<file path="config.mk">
export PLATFORM = sky130hd
export DESIGN_NAME = mpram_counter_flat
export DESIGN_NICKNAME = d
export VERILOG_FILES = /design/src/rtl/mpram_counter_if.sv /design/src/rtl/mpram_counter.sv /design/src/flat_wrapper.sv
export SDC_FILE = /design/constraint.sdc
export NUM_CORES = 1
export LEC_CHECK = 0
export ABC_AREA = 1
export CAP_MARGIN = 20
export CORE_ASPECT_RATIO = 0.8
export CORE_MARGIN = 2
export CORE_UTILIZATION = 50
export DETAILED_ROUTE_END_ITERATION = 6
export DONT_BUFFER_PORTS = 1
export HOLD_SLACK_MARGIN = 0.08
export MAX_ROUTING_LAYER = met4
export PLACE_DENSITY = 0.7
export SYNTH_ARGS = -nofsm -noshare
export SYNTH_HDL_FRONTEND = slang
export SYNTH_SLANG_ARGS = --single-unit
export TNS_END_PERCENT = 100
</file>
<file path="constraint.sdc">
create_clock -name clk -period 1.95 [get_ports clk]
set_input_delay 0.2925 -clock clk [delete_from_list [all_inputs] [get_ports clk]]
set_output_delay 0.2925 -clock clk [all_outputs]
set_load 0.1 [all_outputs]
</file>
<file path="src/rtl/mpram_counter_if.sv">
// Port bundle for mpram_counter: per-port enable/read/write controls, packed
// address/data lanes, and the register-0 counter/compare signals.
interface mpram_counter_if #(
    parameter int WIDTH  = 4,
    parameter int DEPTH  = 4,
    parameter int NPORTS = 4
);
    localparam int AW = $clog2(DEPTH);

    logic [NPORTS-1:0]       en;
    logic [NPORTS-1:0]       we;
    logic [NPORTS-1:0]       re;
    logic [NPORTS*AW-1:0]    addr;
    logic [NPORTS*WIDTH-1:0] wdata;
    logic [NPORTS*WIDTH-1:0] rdata;
    logic [NPORTS-1:0]       roe;
    logic                    cnt_inc;
    logic                    cnt_dec;
    logic                    cnt_co;
    logic                    eq;

    modport master (
        output en, we, re, addr, wdata, cnt_inc, cnt_dec,
        input  rdata, roe, cnt_co, eq
    );

    modport slave (
        input  en, we, re, addr, wdata, cnt_inc, cnt_dec,
        output rdata, roe, cnt_co, eq
    );
endinterface

</file>
<file path="src/rtl/mpram_counter.sv">
// Multiport register file with wired-OR write merge; register 0 is an up/down
// counter with carry/borrow pulse. Define MPRAM_BYPASS_EN for write-to-read forwarding.
module mpram_counter #(
    parameter int WIDTH  = 4,
    parameter int DEPTH  = 4,
    parameter int NPORTS = 4
) (
    input logic          clk,
    input logic          reset,
    mpram_counter_if.slave bus
);
    localparam int AW = $clog2(DEPTH);

    logic [WIDTH-1:0]        mem   [DEPTH];
    logic [WIDTH-1:0]        merge [DEPTH];
    logic [WIDTH-1:0]        view  [DEPTH];
    logic [DEPTH-1:0]        hit;
    logic [NPORTS-1:0]       wr_eff;
    logic [NPORTS-1:0]       roe_c;
    logic [NPORTS*WIDTH-1:0] rdata_c;
    logic [WIDTH:0]          step;
    logic                    co_q;

    // Returns {wrap, next}: wrap flags all-ones->0 on increment, 0->all-ones on decrement.
    function automatic logic [WIDTH:0] count_step(input logic [WIDTH-1:0] v, input logic up);
        logic [WIDTH-1:0] nxt;
        logic             wrap;
        if (up) begin
            nxt  = v + WIDTH'(1);
            wrap = &v;
        end else begin
            nxt  = v - WIDTH'(1);
            wrap = ~|v;
        end
        return {wrap, nxt};
    endfunction

    assign wr_eff = bus.en & bus.we & ~bus.re;
    assign roe_c  = bus.en & bus.re;
    assign step   = count_step(mem[0], bus.cnt_inc);

    // Out-of-range addresses match no register, so their writes simply vanish.
    always_comb begin
        for (int d = 0; d < DEPTH; d++) begin
            hit[d]   = 1'b0;
            merge[d] = '0;
        end
        for (int p = 0; p < NPORTS; p++) begin
            for (int d = 0; d < DEPTH; d++) begin
                if (wr_eff[p] && bus.addr[p*AW +: AW] == AW'(d)) begin
                    hit[d]   = 1'b1;
                    merge[d] = merge[d] | bus.wdata[p*WIDTH +: WIDTH];
                end
            end
        end
    end

    always_comb begin
        for (int d = 0; d < DEPTH; d++) begin
            view[d] = mem[d];
`ifdef MPRAM_BYPASS_EN
            if (hit[d]) view[d] = merge[d];
`endif
        end
    end

    always_comb begin
        rdata_c = '0;
        for (int p = 0; p < NPORTS; p++) begin
            if (roe_c[p]) begin
                for (int d = 0; d < DEPTH; d++) begin
                    if (bus.addr[p*AW +: AW] == AW'(d)) rdata_c[p*WIDTH +: WIDTH] = view[d];
                end
            end
        end
    end

    always_ff @(posedge clk) begin
        if (reset) begin
            for (int d = 0; d < DEPTH; d++) mem[d] <= '0;
            co_q <= 1'b0;
        end else begin
            for (int d = 1; d < DEPTH; d++) begin
                if (hit[d]) mem[d] <= merge[d];
            end
            // A load beats counting; inc and dec together cancel to a hold.
            if (hit[0]) begin
                mem[0] <= merge[0];
                co_q   <= 1'b0;
            end else if (bus.cnt_inc != bus.cnt_dec) begin
                mem[0] <= step[WIDTH-1:0];
                co_q   <= step[WIDTH];
            end else begin
                co_q   <= 1'b0;
            end
        end
    end

    assign bus.rdata  = rdata_c;
    assign bus.roe    = roe_c;
    assign bus.cnt_co = co_q;
    assign bus.eq     = (mem[0] == mem[DEPTH-1]);
endmodule
</file>
<file path="src/flat_wrapper.sv">
// flat-port wrapper written by rule: the top's interface ports become plain ports
module mpram_counter_flat 
#(
    parameter int WIDTH  = 4,
    parameter int DEPTH  = 4,
    parameter int NPORTS = 4
)
  (clk, reset, bus_en, bus_we, bus_re, bus_addr, bus_wdata, bus_cnt_inc, bus_cnt_dec, bus_rdata, bus_roe, bus_cnt_co, bus_eq);
  mpram_counter_if #(.WIDTH(WIDTH), .DEPTH(DEPTH), .NPORTS(NPORTS)) bus_i ();
  input logic clk;
  input logic reset;
  input wire logic [$bits(bus_i.en)-1:0] bus_en;
  input wire logic [$bits(bus_i.we)-1:0] bus_we;
  input wire logic [$bits(bus_i.re)-1:0] bus_re;
  input wire logic [$bits(bus_i.addr)-1:0] bus_addr;
  input wire logic [$bits(bus_i.wdata)-1:0] bus_wdata;
  input wire logic [$bits(bus_i.cnt_inc)-1:0] bus_cnt_inc;
  input wire logic [$bits(bus_i.cnt_dec)-1:0] bus_cnt_dec;
  output wire logic [$bits(bus_i.rdata)-1:0] bus_rdata;
  output wire logic [$bits(bus_i.roe)-1:0] bus_roe;
  output wire logic [$bits(bus_i.cnt_co)-1:0] bus_cnt_co;
  output wire logic [$bits(bus_i.eq)-1:0] bus_eq;
  assign bus_i.en = bus_en;
  assign bus_i.we = bus_we;
  assign bus_i.re = bus_re;
  assign bus_i.addr = bus_addr;
  assign bus_i.wdata = bus_wdata;
  assign bus_i.cnt_inc = bus_cnt_inc;
  assign bus_i.cnt_dec = bus_cnt_dec;
  assign bus_rdata = bus_i.rdata;
  assign bus_roe = bus_i.roe;
  assign bus_cnt_co = bus_i.cnt_co;
  assign bus_eq = bus_i.eq;
  mpram_counter #(.WIDTH(WIDTH), .DEPTH(DEPTH), .NPORTS(NPORTS)) u_core (.clk(clk), .reset(reset), .bus(bus_i));
endmodule
</file>
==> flow_summary.yaml <==
job:
  drv_cap: 0
cts:
  postCtsHoldBufs: 0
  cts_tree: "yes"
  cts.path.max_buffers: 2
  root_buffer: "clkbuf_8"
  clock-sinks: 17
  htree_num_levels: 1
  cts-buffers-inserted: 3
  clock_latency_ns: 0.26
  clk_pin_slew_worst_paths_ns: 0.08
floorplan:
  initial_core_util_pct: 52.8
  top_level_ports: 62
  die_w_um: 75.3
  core_area_um2: 3850
  placementRows: 20
  die_area_um2: 4600
  die_height_um: 61.1
global_routing:
  antenna_found_initial: 0
  grt_max_degree: 11
  grt_util_all_layers_pct: 31.9
  grt_pass1_vias: 2250
  globalRouteOverflowTotal: 0
  grt_pass1_wl_um: 10500
timing:
  setup_violations: 0
  layout_setup_ws_ns: 0.0231
  tns_ns: 0
  worst_slew_pin_slew_ns: 0.502
  min_period_ns: 1.93
  drv_slew: 0
  slew_headroom_pct: 66.4
  skew_ns: 0.000497
  fmax_mhz: 519
  final.period_utilization_pct: 98.8
  hold_viol: 0
critical_path:
  start_kind: "flop"
  critical_path.max_fanout: 8
  worstPathArrival_ns: 1.63
  r2r_setup_slack_ns: 0.24
  cp.required_ns: 1.66
  path_class: "reg -> out"
  end_kind: "output pin"
route:
  viasPerCell: 5.83
  drcViolationCount: 0
  wire_per_inst_um: 15.6
  drtIter0Drc: 252
  routed_wl_um: 6760
  dr_total_vias: 2523
  dr.pass1.iters: 6
  antenna_left: 0
hold_path:
  hp-class: "in -> reg"
final_layout:
  nets: 422
  layout-drive-gt1-share_pct: 17.5
  fillers: 369
  diodes: 0
  final_cell_area_um2: 2700
  syn2layout_area_growth_pct: 32.8
synthesis:
  ys_seq_area_share_pct: 24.6
  synth_top_family_by_area: "simple AND/OR/NAND/NOR gates"
  postSynthAreaPerCell_um2: 5.88
  yosysUniqueCellTypes: 23
  synth_compound_area_share_pct: 22.0
  yosysWarnings: 0
  yosys-mux-area-fraction_pct: 0
  syn-num-nets: 389
  ys_seq_elements: 17
  synth.cell_area_um2: 2030
  synth-simple-area-share_pct: 39.4
  synthCells: 346
  synth_adder_area_share_pct: 2.21
  synthXorXnorAreaFrac_pct: 2.58
power_and_ir_drop:
  powerDensity_nw_per_um2: 528
  vdd_ir_drop_max_v: 0.000250
  leakage_uw: 0.00111
placed_design:
  pre_cts_slack_ns: 0.315
  post_dp_cell_area_um2: 2620
  dpl.hpwl_um: 5650
  portBuffers: 0
  gp_congestion: 0.934
run_status:
  status: "complete, no violations"
-- layout by cell type, fill, tap and decap left out --
master      netlist  layout
a21oi_1          17       1
a21oi_2           0       5
a21oi_4           0      11
buf_12            0      13
buf_4             0      15
buf_6             0       1
clkbuf_8          0       3
clkinv_2          0       1
clkinvlp_4        0       4
dfxtp_1           1       1
edfxtp_1         16      16
fa_1              1       1
ha_1              2       2
inv_1            49      45
nand2_1          92      92
nand2_2           5       5
nand3_1          31      31
nand3_2           1       1
nand4_1           3       3
nor2_1           45      45
nor2_2            2       2
nor2_4            3       3
nor4_1            3       2
nor4_4            0       1
o2111ai_1         1       1
o211ai_1          2       2
o21ai_0          59      56
o21ai_1           0       3
o221ai_1          5       5
or2_2             1       1
xnor2_1           1       1
xor2_1            5       5
-- Yosys cell counts --
cell       number  area, um2
a21oi_1        17       85.1
clkbuf_1        1       3.75
dfxtp_1         1       20.0
edfxtp_1       16        480
fa_1            1       20.0
ha_1            2       25.0
inv_1          49        184
nand2_1        92        345
nand2_2         5       31.3
nand3_1        31        155
nand3_2         1       10.0
nand4_1         3       18.8
nor2_1         45        169
nor2_2          2       12.5
nor2_4          3       33.8
nor4_1          3       18.8
o2111ai_1       1       8.76
o211ai_1        2       15.0
o21ai_0        59        295
o221ai_1        5       43.8
or2_2           1       6.26
xnor2_1         1       8.76
xor2_1          5       43.8
-- worst max-delay path, cell delays in order, from the launching register on --
cell	delay [ns]
edfxtp_1	0.55
buf_4	0.21
o21ai_0	0.14
o21ai_1	0.08
o21ai_1	0.14
a21oi_4	0.09
buf_12	0.17
-- routing by layer --
| metal | global-route usage (%) | share of wire, % |
|---|---|---|
| met1 | 43.3 | 42 |
| met2 | 48.4 | 44 |
| met3 | 5.89 | 11 |
| met4 | 10.8 | 2.4 |
| met5 | - | 0 |
-- report_power, final --
group | total, uW | switching, uW | internal, uW
registers | 494 | 55.4 | 438
logic | 661 | 453 | 207
clock network | 273 | 130 | 142
-- cell type report --
| cell class | count | area, um2 | area share (%) |
|---|---|---|---|
| clock buffers | 3 | 41.3 | 1.53 |
| clock inverters | 1 | 5.00 | 0.185 |
| inverters | 49 | 199 | 7.36 |
| multi-input cells | 279 | 1500 | 55.6 |
| flip-flops and latches | 17 | 500 | 18.5 |
| well taps | 55 | 68.8 | 2.55 |
| repair buffers | 29 | 384 | 14.2 |
-- metrics by stage --
step           util [%]  total power (uW)  hold slack (ns)  cells
2_1_floorplan         -               955            0.495    346
3_3_place_gp       68.1              1130            0.551    425
3_5_place_dp       68.1              1140            0.566    425
4_1_cts            69.3              1400            0.297    429
5_1_grt            70.1              1480            0.305    433
6_report           70.1              1430            0.289    433
-- registers in the layout (all words and copies together), names as in the netlist --
signal,flops
u_core.bus.cnt_co,1
u_core.mem,16
-- kinds of logic (layout without fill, tap and decap cells) --
group,Yosys count,count (layout)
AO/OA/AOI/OAI,84,84
flip-flops,17,17
adder cells (fa/ha/maj),3,3
XOR/XNOR,6,6
AND/OR/NAND/NOR,186,186
buffers and inverters,50,82
-- path summary, 6_finish.rpt --
check,from,endpoint,cells after the start
setup / recovery,u_core.mem[0][0],bus_rdata[4],6
hold / removal,reset,u_core.bus.cnt_co,3
setup reg to reg,u_core.mem[0][0],u_core.mem[0][2],5
hold reg to reg,u_core.mem[0][2],u_core.bus.cnt_co,3
-- what timing repair did --
item	4_1_cts	5_1_grt
resized for setup	0	4
buffers inserted	0	4
setup endpoints to repair	0	4
Note: power is estimated with default switching activity, not from simulation.
